## config.mk

```make
export PLATFORM = sky130hd
export DESIGN_NAME = bcd_converter
export DESIGN_NICKNAME = d
export VERILOG_FILES = /design/src/rtl/bcd_converter.sv
export SDC_FILE = /design/constraint.sdc
export NUM_CORES = 1
export LEC_CHECK = 0
export CAP_MARGIN = 20
export CORE_MARGIN = 1
export CORE_UTILIZATION = 36
export DETAILED_ROUTE_END_ITERATION = 8
export MAX_ROUTING_LAYER = met4
export PLACE_DENSITY_LB_ADDON = 0.3
export SYNTH_ARGS = -nofsm -noshare
export SYNTH_HDL_FRONTEND = slang
export SYNTH_SLANG_ARGS = --single-unit
```

## constraint.sdc

```tcl
create_clock -name clock -period 1.4 [get_ports clock]
set_input_delay 0.35 -clock clock [delete_from_list [all_inputs] [get_ports clock]]
set_output_delay 0.35 -clock clock [all_outputs]
set_load 0.02 [all_outputs]
```

## src/rtl/bcd_converter.sv

```systemverilog
// ============================================================================
// bcd_converter
// ----------------------------------------------------------------------------
// Sequential binary-to-BCD converter. It uses shift-and-add-3 (double dabble)
// and handles one input bit per clock. A start/done handshake controls it.
// The last result stays on bcd_out/overflow until the next LATCH edge.
//
// Parameters:
//   WIDTH   - binary input width in bits (>= 1)
//   DIGITS  - number of BCD output digits (>= 1)
//
// Ports:
//   clock    in   rising-edge clock
//   reset    in   asynchronous, active-low reset
//   start    in   conversion request, sampled only while idle
//   bin_in   in   unsigned binary value, captured on the accepting edge
//   busy     out  high while a conversion is in progress
//   done     out  one-cycle pulse when bcd_out/overflow update
//   bcd_out  out  packed BCD, digit 0 (ones) in [3:0]
//   overflow out  last captured value exceeded 10^DIGITS - 1
//
// Optional feature macro: BCD_CONVERTER_AUTO_START_EN
//   When it is defined, an idle converter also starts a conversion when
//   bin_in differs from the value captured by the last conversion. Reset
//   counts as having captured 0.
// ============================================================================
module bcd_converter #(
   parameter int WIDTH  = 8,
   parameter int DIGITS = 3
) (
   input  logic                  clock,
   input  logic                  reset,
   input  logic                  start,
   input  logic [WIDTH-1:0]      bin_in,
   output logic                  busy,
   output logic                  done,
   output logic [4*DIGITS-1:0]   bcd_out,
   output logic                  overflow
);

   localparam int BCD_W = 4 * DIGITS;
   // The counter only needs to reach WIDTH-1. The last iteration is detected
   // by value, so the wrap after it does not matter.
   localparam int CNT_W = (WIDTH < 2) ? 1 : $clog2(WIDTH);
   localparam logic [CNT_W-1:0] LAST_ITER = CNT_W'(WIDTH - 1);
   localparam logic [BCD_W-1:0] ALL_NINES = {DIGITS{4'h9}};

   // This is the largest value that DIGITS decimal digits can show.
   // It saturates so that very large DIGITS cannot wrap the 64-bit product.
   function automatic logic [63:0] max_value();
      logic [63:0] p;
      p = 64'd1;
      for (int i = 0; i < DIGITS; i++) begin
         if (p > 64'd1844674407370955160) begin
            return '1;
         end
         p = p * 64'd10;
      end
      return p - 64'd1;
   endfunction

   localparam logic [63:0] MAX_VAL = max_value();

   typedef enum logic [1:0] {
      IDLE,
      SHIFT,
      LATCH
   } state_t;

   state_t              state_q,    state_d;
   logic [WIDTH-1:0]    bin_q,      bin_d;
   logic [BCD_W-1:0]    scratch_q,  scratch_d;
   logic [CNT_W-1:0]    cnt_q,      cnt_d;
   logic                ovf_pend_q, ovf_pend_d;
   logic [BCD_W-1:0]    bcd_q,      bcd_d;
   logic                overflow_q, overflow_d;
   logic                done_q,     done_d;
`ifdef BCD_CONVERTER_AUTO_START_EN
   logic [WIDTH-1:0]    last_q,     last_d;
`endif

   logic [BCD_W-1:0]    adjusted;
   logic [63:0]         bin_ext;
   logic                launch;

   assign bin_ext = 64'(bin_in);

   // Add 3 to every scratch digit that is 5 or more. After the shift, such a
   // digit carries into the next digit, so no digit ever exceeds 9.
   always_comb begin
      adjusted = scratch_q;
      for (int i = 0; i < DIGITS; i++) begin
         if (scratch_q[4*i +: 4] >= 4'd5) begin
            adjusted[4*i +: 4] = scratch_q[4*i +: 4] + 4'd3;
         end
      end
   end

`ifdef BCD_CONVERTER_AUTO_START_EN
   assign launch = start || (bin_in != last_q);
`else
   assign launch = start;
`endif

   always_comb begin
      state_d    = state_q;
      bin_d      = bin_q;
      scratch_d  = scratch_q;
      cnt_d      = cnt_q;
      ovf_pend_d = ovf_pend_q;
      bcd_d      = bcd_q;
      overflow_d = overflow_q;
      done_d     = 1'b0;
`ifdef BCD_CONVERTER_AUTO_START_EN
      last_d     = last_q;
`endif
      case (state_q)
         IDLE: begin
            if (launch) begin
               bin_d      = bin_in;
               scratch_d  = '0;
               cnt_d      = '0;
               ovf_pend_d = (bin_ext > MAX_VAL);
               state_d    = SHIFT;
`ifdef BCD_CONVERTER_AUTO_START_EN
               last_d     = bin_in;
`endif
            end
         end
         SHIFT: begin
            // Shift {scratch, binary} left as one long register.
            scratch_d = {adjusted[BCD_W-2:0], bin_q[WIDTH-1]};
            bin_d     = bin_q << 1;
            cnt_d     = cnt_q + CNT_W'(1);
            if (cnt_q == LAST_ITER) begin
               state_d = LATCH;
            end
         end
         LATCH: begin
            bcd_d      = ovf_pend_q ? ALL_NINES : scratch_q;
            overflow_d = ovf_pend_q;
            done_d     = 1'b1;
            state_d    = IDLE;
         end
         default: begin
            state_d = IDLE;
         end
      endcase
   end

   always_ff @(posedge clock or negedge reset) begin
      if (!reset) begin
         state_q    <= IDLE;
         bin_q      <= '0;
         scratch_q  <= '0;
         cnt_q      <= '0;
         ovf_pend_q <= 1'b0;
         bcd_q      <= '0;
         overflow_q <= 1'b0;
         done_q     <= 1'b0;
`ifdef BCD_CONVERTER_AUTO_START_EN
         last_q     <= '0;
`endif
      end else begin
         state_q    <= state_d;
         bin_q      <= bin_d;
         scratch_q  <= scratch_d;
         cnt_q      <= cnt_d;
         ovf_pend_q <= ovf_pend_d;
         bcd_q      <= bcd_d;
         overflow_q <= overflow_d;
         done_q     <= done_d;
`ifdef BCD_CONVERTER_AUTO_START_EN
         last_q     <= last_d;
`endif
      end
   end

   assign busy     = (state_q != IDLE);
   assign done     = done_q;
   assign bcd_out  = bcd_q;
   assign overflow = overflow_q;

endmodule

```

==> metrics.txt, run 1 <==
DR DRC count 0; # IOs 26; Starting Density 38.21%; CTS buffer count 5; CTS tree done; vias in the first global route roughly 1,400; vias 1,434; Synth-to-Final Area Change 33.31%; Post-synth top flop dfrtp_1; Final Non-Filler Cells 292; DRT iter0 DRCs 69; asr flop ratio synth 100.0%; Util after Layout between 50 and 60%; leakage around 1.2 nW; CP Data Arrival Time around 1.1 ns; Power Density between 2000 and 2500 mW/mm2; Die W 73.50 um; I/O Buffers 24; status complete, but fails checks; clock-pin slew on the worst setup and hold paths around 0.08 ns; placed insts roughly 280; post-synthesis sequential area ratio 51.67%; Fill cells between 400 and 500; drt pass-1 iters 4; HP Class input port to async pin; antenna-violating nets left 0; Nets 243; Hold WS approximately 0.0074 ns; H-tree Lvls 2; Max-Cap Viols 0; DIE AREA between 0.005 and 0.006 mm2; hold buffer count at cts 0; Ys Warns 0; GP Congestion around 0.77; period utilization 100.5%; GRT Overall Usage between 15 and 20%; clk sinks 38; pin count of the biggest net entering global routing 39; number of vias per cell between 4 and 5; drt total wl around 3800 um; Yosys top cell area share about half; Mapped Area around 0.0018 mm2; CORE AREA about 0.0048 mm2; CP required ~1.1 ns; remaining global-route overflow 0; Rows 25; Mapped Avg Cell Area 10.23 um2; worst-path maximum fanout 2; diodes inserted 0; Avg WL per Cell 13.07 um; EDFF count, synth 0; Area contributors post-synth dfrtp_1, o21ai_0, nand2_1; Worst Setup End Kind output pin; layout cell share with drive strength beyond 1 between 20% and 30%; DP Worst Slack -0.1500 ns; library cells used by synthesis 31; Syn Inst Count 180; FF+latch count, synth 38; syn_nets about 200; Hold Fails Final Rpt 0; Final setup viols 1; die height 73.50 um; worst skew pair latency a little under 0.3 ns; Final Worst Setup Slack -0.007156 ns; clock buffer depth 2; failing checks negative setup slack; DP HPWL approximately 2600 um; unrepaired setup endpoints after global routing true; Fmax roughly 700 MHz; Final Power 5.189 mW; post-synth top area cell dfrtp_1; min Tclk post-route about 1.4 ns; VDD IR-drop max roughly 0.00079 V; final clock skew 0.008111 ns; initial antenna violation count 0; Root Buffer clkbuf_8; Crit Path Class register to output pin; first-pass GRT wire length ~6400 um; max-slew violations 0; CP startpoint kind register
[state kept, by name (all words and copies together) (netlist names)]
| signal | count |
|---|---|
| cnt_q | 3 |
| bcd_out | 12 |
| state_q | 2 |
| done | 1 |
| bin_q | 8 |
| scratch_q | 12 |
[cells in the final DEF (no fill, tap or decap), types with 2 or more instances in the layout]
master,instances
clkbuf_8,5
o221ai_1,3
buf_12,2
buf_4,23
ha_1,7
o21ai_0,23
dlygate4sd2_1,13
o311ai_2,3
a32o_1,3
o2111ai_1,6
o31ai_2,2
buf_6,2
o32ai_2,2
inv_1,13
dfrtp_1,38
a21oi_1,8
clkdlybuf4s50_1,9
o21a_1,2
a22o_1,2
nand2_1,29
xnor2_1,2
and3b_1,7
nor2b_2,3
[report_power, final]
| group | internal, mW | switching [mW] | leakage, nW | total [mW] |
|---|---|---|---|---|
| registers | 1.50 | 0.250 | 0.499 | 1.75 |
| logic | 1.34 | 1.35 | 0.649 | 2.69 |
| clock network | 0.351 | 0.394 | 0.0452 | 0.746 |
| total | 3.19 | 2.00 | 1.19 | 5.19 |
[area by class of cell]
cell class	count	area, um2	share of cell area (%)
clock buffers	6	72.57	2.958
inverters	14	52.55	2.142
clock inverters	2	13.76	0.5609
well taps	67	83.83	3.417
repair buffers	50	444.2	18.10
multi-input cells	115	835.8	34.06
flip-flops and latches	38	950.9	38.76
[cells by family after synthesis]
logic type | count (synthesis) | share of synthesized area [%]
flip-flops | 38 | 51.67
adder cells (fa/ha/maj) | 8 | 5.439
XOR/XNOR | 2 | 0.9519
buffers and inverters | 27 | 7.749
AO/OA/AOI/OAI | 60 | 22.03
AND/OR/NAND/NOR | 44 | 11.96
other | 1 | 0.2037
[worst paths after layout]
kind	to	slack, ns	depth (start not counted)	from
worst max-delay path	busy	-0.007	2	state_q[0]
worst min-delay path	bcd_out[6]	0.007	2	reset
max in group asynchronous	bcd_out[3]	1.20	2	reset
worst min register to register	bcd_out[4]	0.47	2	bcd_out[4]
min in group clock	bcd_out[4]	0.47	2	bcd_out[4]
worst max register to register	scratch_q[6]	0.02	5	scratch_q[4]
[Yosys cell counts (2+ instances only)]
cell and n:
o221ai_1 3, nand2b_1 2, a22o_1 2, buf_6 3
a32o_1 3, o21ai_0 23, ha_1 8, and3b_1 7
nand2_1 29, a21oi_1 8, o21a_1 3, o2111ai_1 6
dfrtp_1 38, xnor2_1 2, inv_1 14, buf_2 3
nor2b_1 4, o32ai_1 2, buf_4 3, clkbuf_2 3
o31ai_1 3, o311ai_1 2
[critical path, stage by stage (launching register included)]
cell	delay, ns
dfrtp_1	0.39
or2_4	0.25
buf_6	0.13
[per-layer routing]
metal | track usage [%] | wire length, um | share of wire, % | vias up
li1 | - | - | - | 717
met1 | 19.72 | 1702 | 45 | 678
met2 | 25.28 | 1860 | 49 | 28
met3 | 4.115 | 141 | 3.7 | 11
met4 | 9.188 | 112 | 2.9 | 0
met5 | - | 0 | 0 | -
[metrics by stage]
stage | cell area [um2] | setup TNS (ns)
floorplan | 1841 | 0
global placement | 2267 | -1.565
detailed placement | 2267 | -2.116
CTS | 2342 | -0.07551
global route | 2454 | -0.1817
finish | 2454 | -0.007156
[repair_timing]
action                                  4_1_cts  5_1_grt
endpoints found under the setup margin       17       11
pin swaps                                     0        1
gates cloned                                  0        0
setup buffers                                 1        2
resized for setup                            19       20
Power figures use the tool's default switching activity.
==> inputs of run 2 (changes only) <==
--- a/config.mk
+++ b/config.mk
@@ -9,6 +9,7 @@
 export CORE_MARGIN = 1
 export CORE_UTILIZATION = 36
 export DETAILED_ROUTE_END_ITERATION = 8
+export GPL_ROUTABILITY_DRIVEN = 1
 export MAX_ROUTING_LAYER = met4
 export PLACE_DENSITY_LB_ADDON = 0.3
 export SYNTH_ARGS = -nofsm -noshare
==> results of run 2 <==
Final layout, timing and power as in run 1 (identical DEF).
==> inputs of run 3 (changes only) <==
--- a/config.mk
+++ b/config.mk
@@ -6,7 +6,6 @@
 export NUM_CORES = 1
 export LEC_CHECK = 0
 export CAP_MARGIN = 20
-export CORE_MARGIN = 1
 export CORE_UTILIZATION = 36
 export DETAILED_ROUTE_END_ITERATION = 8
 export GPL_ROUTABILITY_DRIVEN = 1
==> constraint.sdc (replaced) <==
create_clock -name clock -period 1.67 [get_ports clock]
set_input_delay 0.4175 -clock clock [delete_from_list [all_inputs] [get_ports clock]]
set_output_delay 0.4175 -clock clock [all_outputs]
set_load 0.02 [all_outputs]
==> metrics.txt, run 3 (synthesis gave the netlist of run 1 again) <==
VDD IR-drop max 0.0007647 V (-3.6%); cell count of the worst reg-to-reg path 5 (unchanged); status completed; number of vias per cell 4.921 (+0.21%); DRT iter0 DRCs 139 (+100%); Worst Setup End Kind output pin; drt total wl 3519 um (-7.8%); leakage 1.198 nW (+0.38%); clk sinks 38 (unchanged); first-pass GRT wire length 6065 um (-5.7%); initial antenna violation count 0 (unchanged); worst-path maximum fanout 5 (+3); Max-Cap Viols 0 (unchanged); clock buffer depth 2 (unchanged); diodes inserted 0 (unchanged); antenna-violating nets left 0 (unchanged); pin count of the biggest net entering global routing 39 (unchanged); Rows 25 (unchanged); GRT Overall Usage 15.62% (-0.84 points); min Tclk post-route roughly 1.6 ns; commonest cells after routing, fill and taps aside dfrtp_1, nand2_1, o21ai_0, inv_1, buf_4; die height 73.50 um (unchanged); max-slew violations 0 (unchanged); clock-pin slew on the worst setup and hold paths 0.08 ns (about the same); I/O Buffers 24 (unchanged); HP Class input port to async pin; unrepaired setup endpoints after global routing false; Final Worst Setup Slack 0.1198 ns (+0.1269 ns); drt pass-1 iters 4 (unchanged); CORE AREA 0.004817 mm2 (unchanged); Avg WL per Cell 12.57 um (-3.9%); vias 1,378 (-3.9%); remaining global-route overflow 0 (unchanged); Die W 73.50 um (unchanged); Power Density 1780 mW/mm2 (-16%); DP Worst Slack 0.05033 ns (+0.2003 ns); Final setup viols 0 (-1); CP required 1.25 ns (+0.20 ns); Hold WS 0.1690 ns (+0.1616 ns); CTS buffer count 5 (unchanged); CP startpoint kind register; Fmax 645.1 MHz; DIE AREA 0.005402 mm2 (unchanged); DP HPWL 2426 um (-5.4%); commonest non-fill, non-tap cell in the layout dfrtp_1; DR DRC count 0 (unchanged); slowest cell delay on critical path 0.41 ns (+0.02 ns); CP Data Arrival Time 1.13 ns (+0.07 ns); period utilization between 90% and 100%; final clock skew 0.006140 ns (-0.001971 ns); Root Buffer clkbuf_8; final setup TNS 0 ns (+0.007156 ns); H-tree Lvls 2 (unchanged); Reg2Reg Launch Point scratch_q[8]; Worst Setup SP state_q[0]; GP Congestion 0.8127 (+5.8%); Crit Path Class register to output pin; critical path, cell by cell or2_2 -> buf_2; layout cell share with drive strength beyond 1 12.68% (-11 points); # IOs 26 (unchanged); Slowest-stage cell, CP dfrtp_1; CTS tree done; vias in the first global route 1,294 (-8.1%); Synth-to-Final Area Change 26.65%; Hold Fails Final Rpt 0 (unchanged); worst skew pair latency 0.29 ns (about the same); Util after Layout 48.39% (-2.5 points); Nets 231 (-4.9%); Starting Density 38.21% (unchanged); hold buffer count at cts 0 (unchanged)
==> run 3: cell count changes in the layout (fill, tap and decap cells not counted), sizes merged <==
cell,delta
dlymetal6s2s,+6
clkinv,-2
dlygate4sd2,-6
bufinv,+2
buf,-12
==> run 3: cell type report <==
cell class	count	area, um2
Clock buffer	6	82.58
Clock inverter	2	60.06
Fill cell	473	2486
Inverter	14	52.55
Multi-Input combinational cell	115	747.0
Sequential cell	38	950.9
Tap cell	67	83.83
Timing Repair Buffer	38	354.1
==> run 3: path summary, 6_finish.rpt <==
check	slack, ns	endpoint
setup / recovery	0.12	busy
min in group clock	0.47	bcd_out[7]
hold reg to reg	0.47	bcd_out[7]
max in group asynchronous	1.16	bin_q[6]
hold / removal	0.17	bcd_out[11]
setup reg to reg	0.19	scratch_q[10]
==> run 3: through the flow <==
| stage | instance area (um2) | power, mW | std cells |
|---|---|---|---|
| 6_report | 2331 | 4.149 | 280 |
| 5_1_grt | 2331 | 4.472 | 280 |
| 4_1_cts | 2307 | 4.176 | 278 |
| 3_5_place_dp | 2172 | 3.232 | 270 |
| 3_3_place_gp | 2172 | 3.195 | 270 |
| 2_1_floorplan | 1841 | 2.701 | 180 |
==> run 3: critical path, delay by kind of cell (launching register included) <==
kind | cells | cell delay, ns
buf+inv | 1 | 0.16
flops | 1 | 0.41
simple gates | 1 | 0.27
==> run 3: power breakdown <==
group | total (mW) | internal (mW) | switching (mW)
combinational | 1.71 | 0.771 | 0.937
sequential | 1.47 | 1.26 | 0.212
clock | 0.969 | 0.637 | 0.332
total | 4.15 | 2.67 | 1.48
==> run 3: metal layers <==
| layer | vias up | GRT usage (%) | wire (um) |
|---|---|---|---|
| met1 | 658 | 20.09 | 1719 |
| met5 | - | - | 0 |
| li1 | 692 | - | - |
| met2 | 26 | 22.43 | 1612 |
| met3 | 2 | 4.938 | 151 |
| met4 | 0 | 7.051 | 36 |
==> run 3: repair_timing <==
item,in CTS,in global routing
pin swaps,0,0
endpoints found under the setup margin,8,7
buffers inserted,0,2
gates resized for setup,10,7
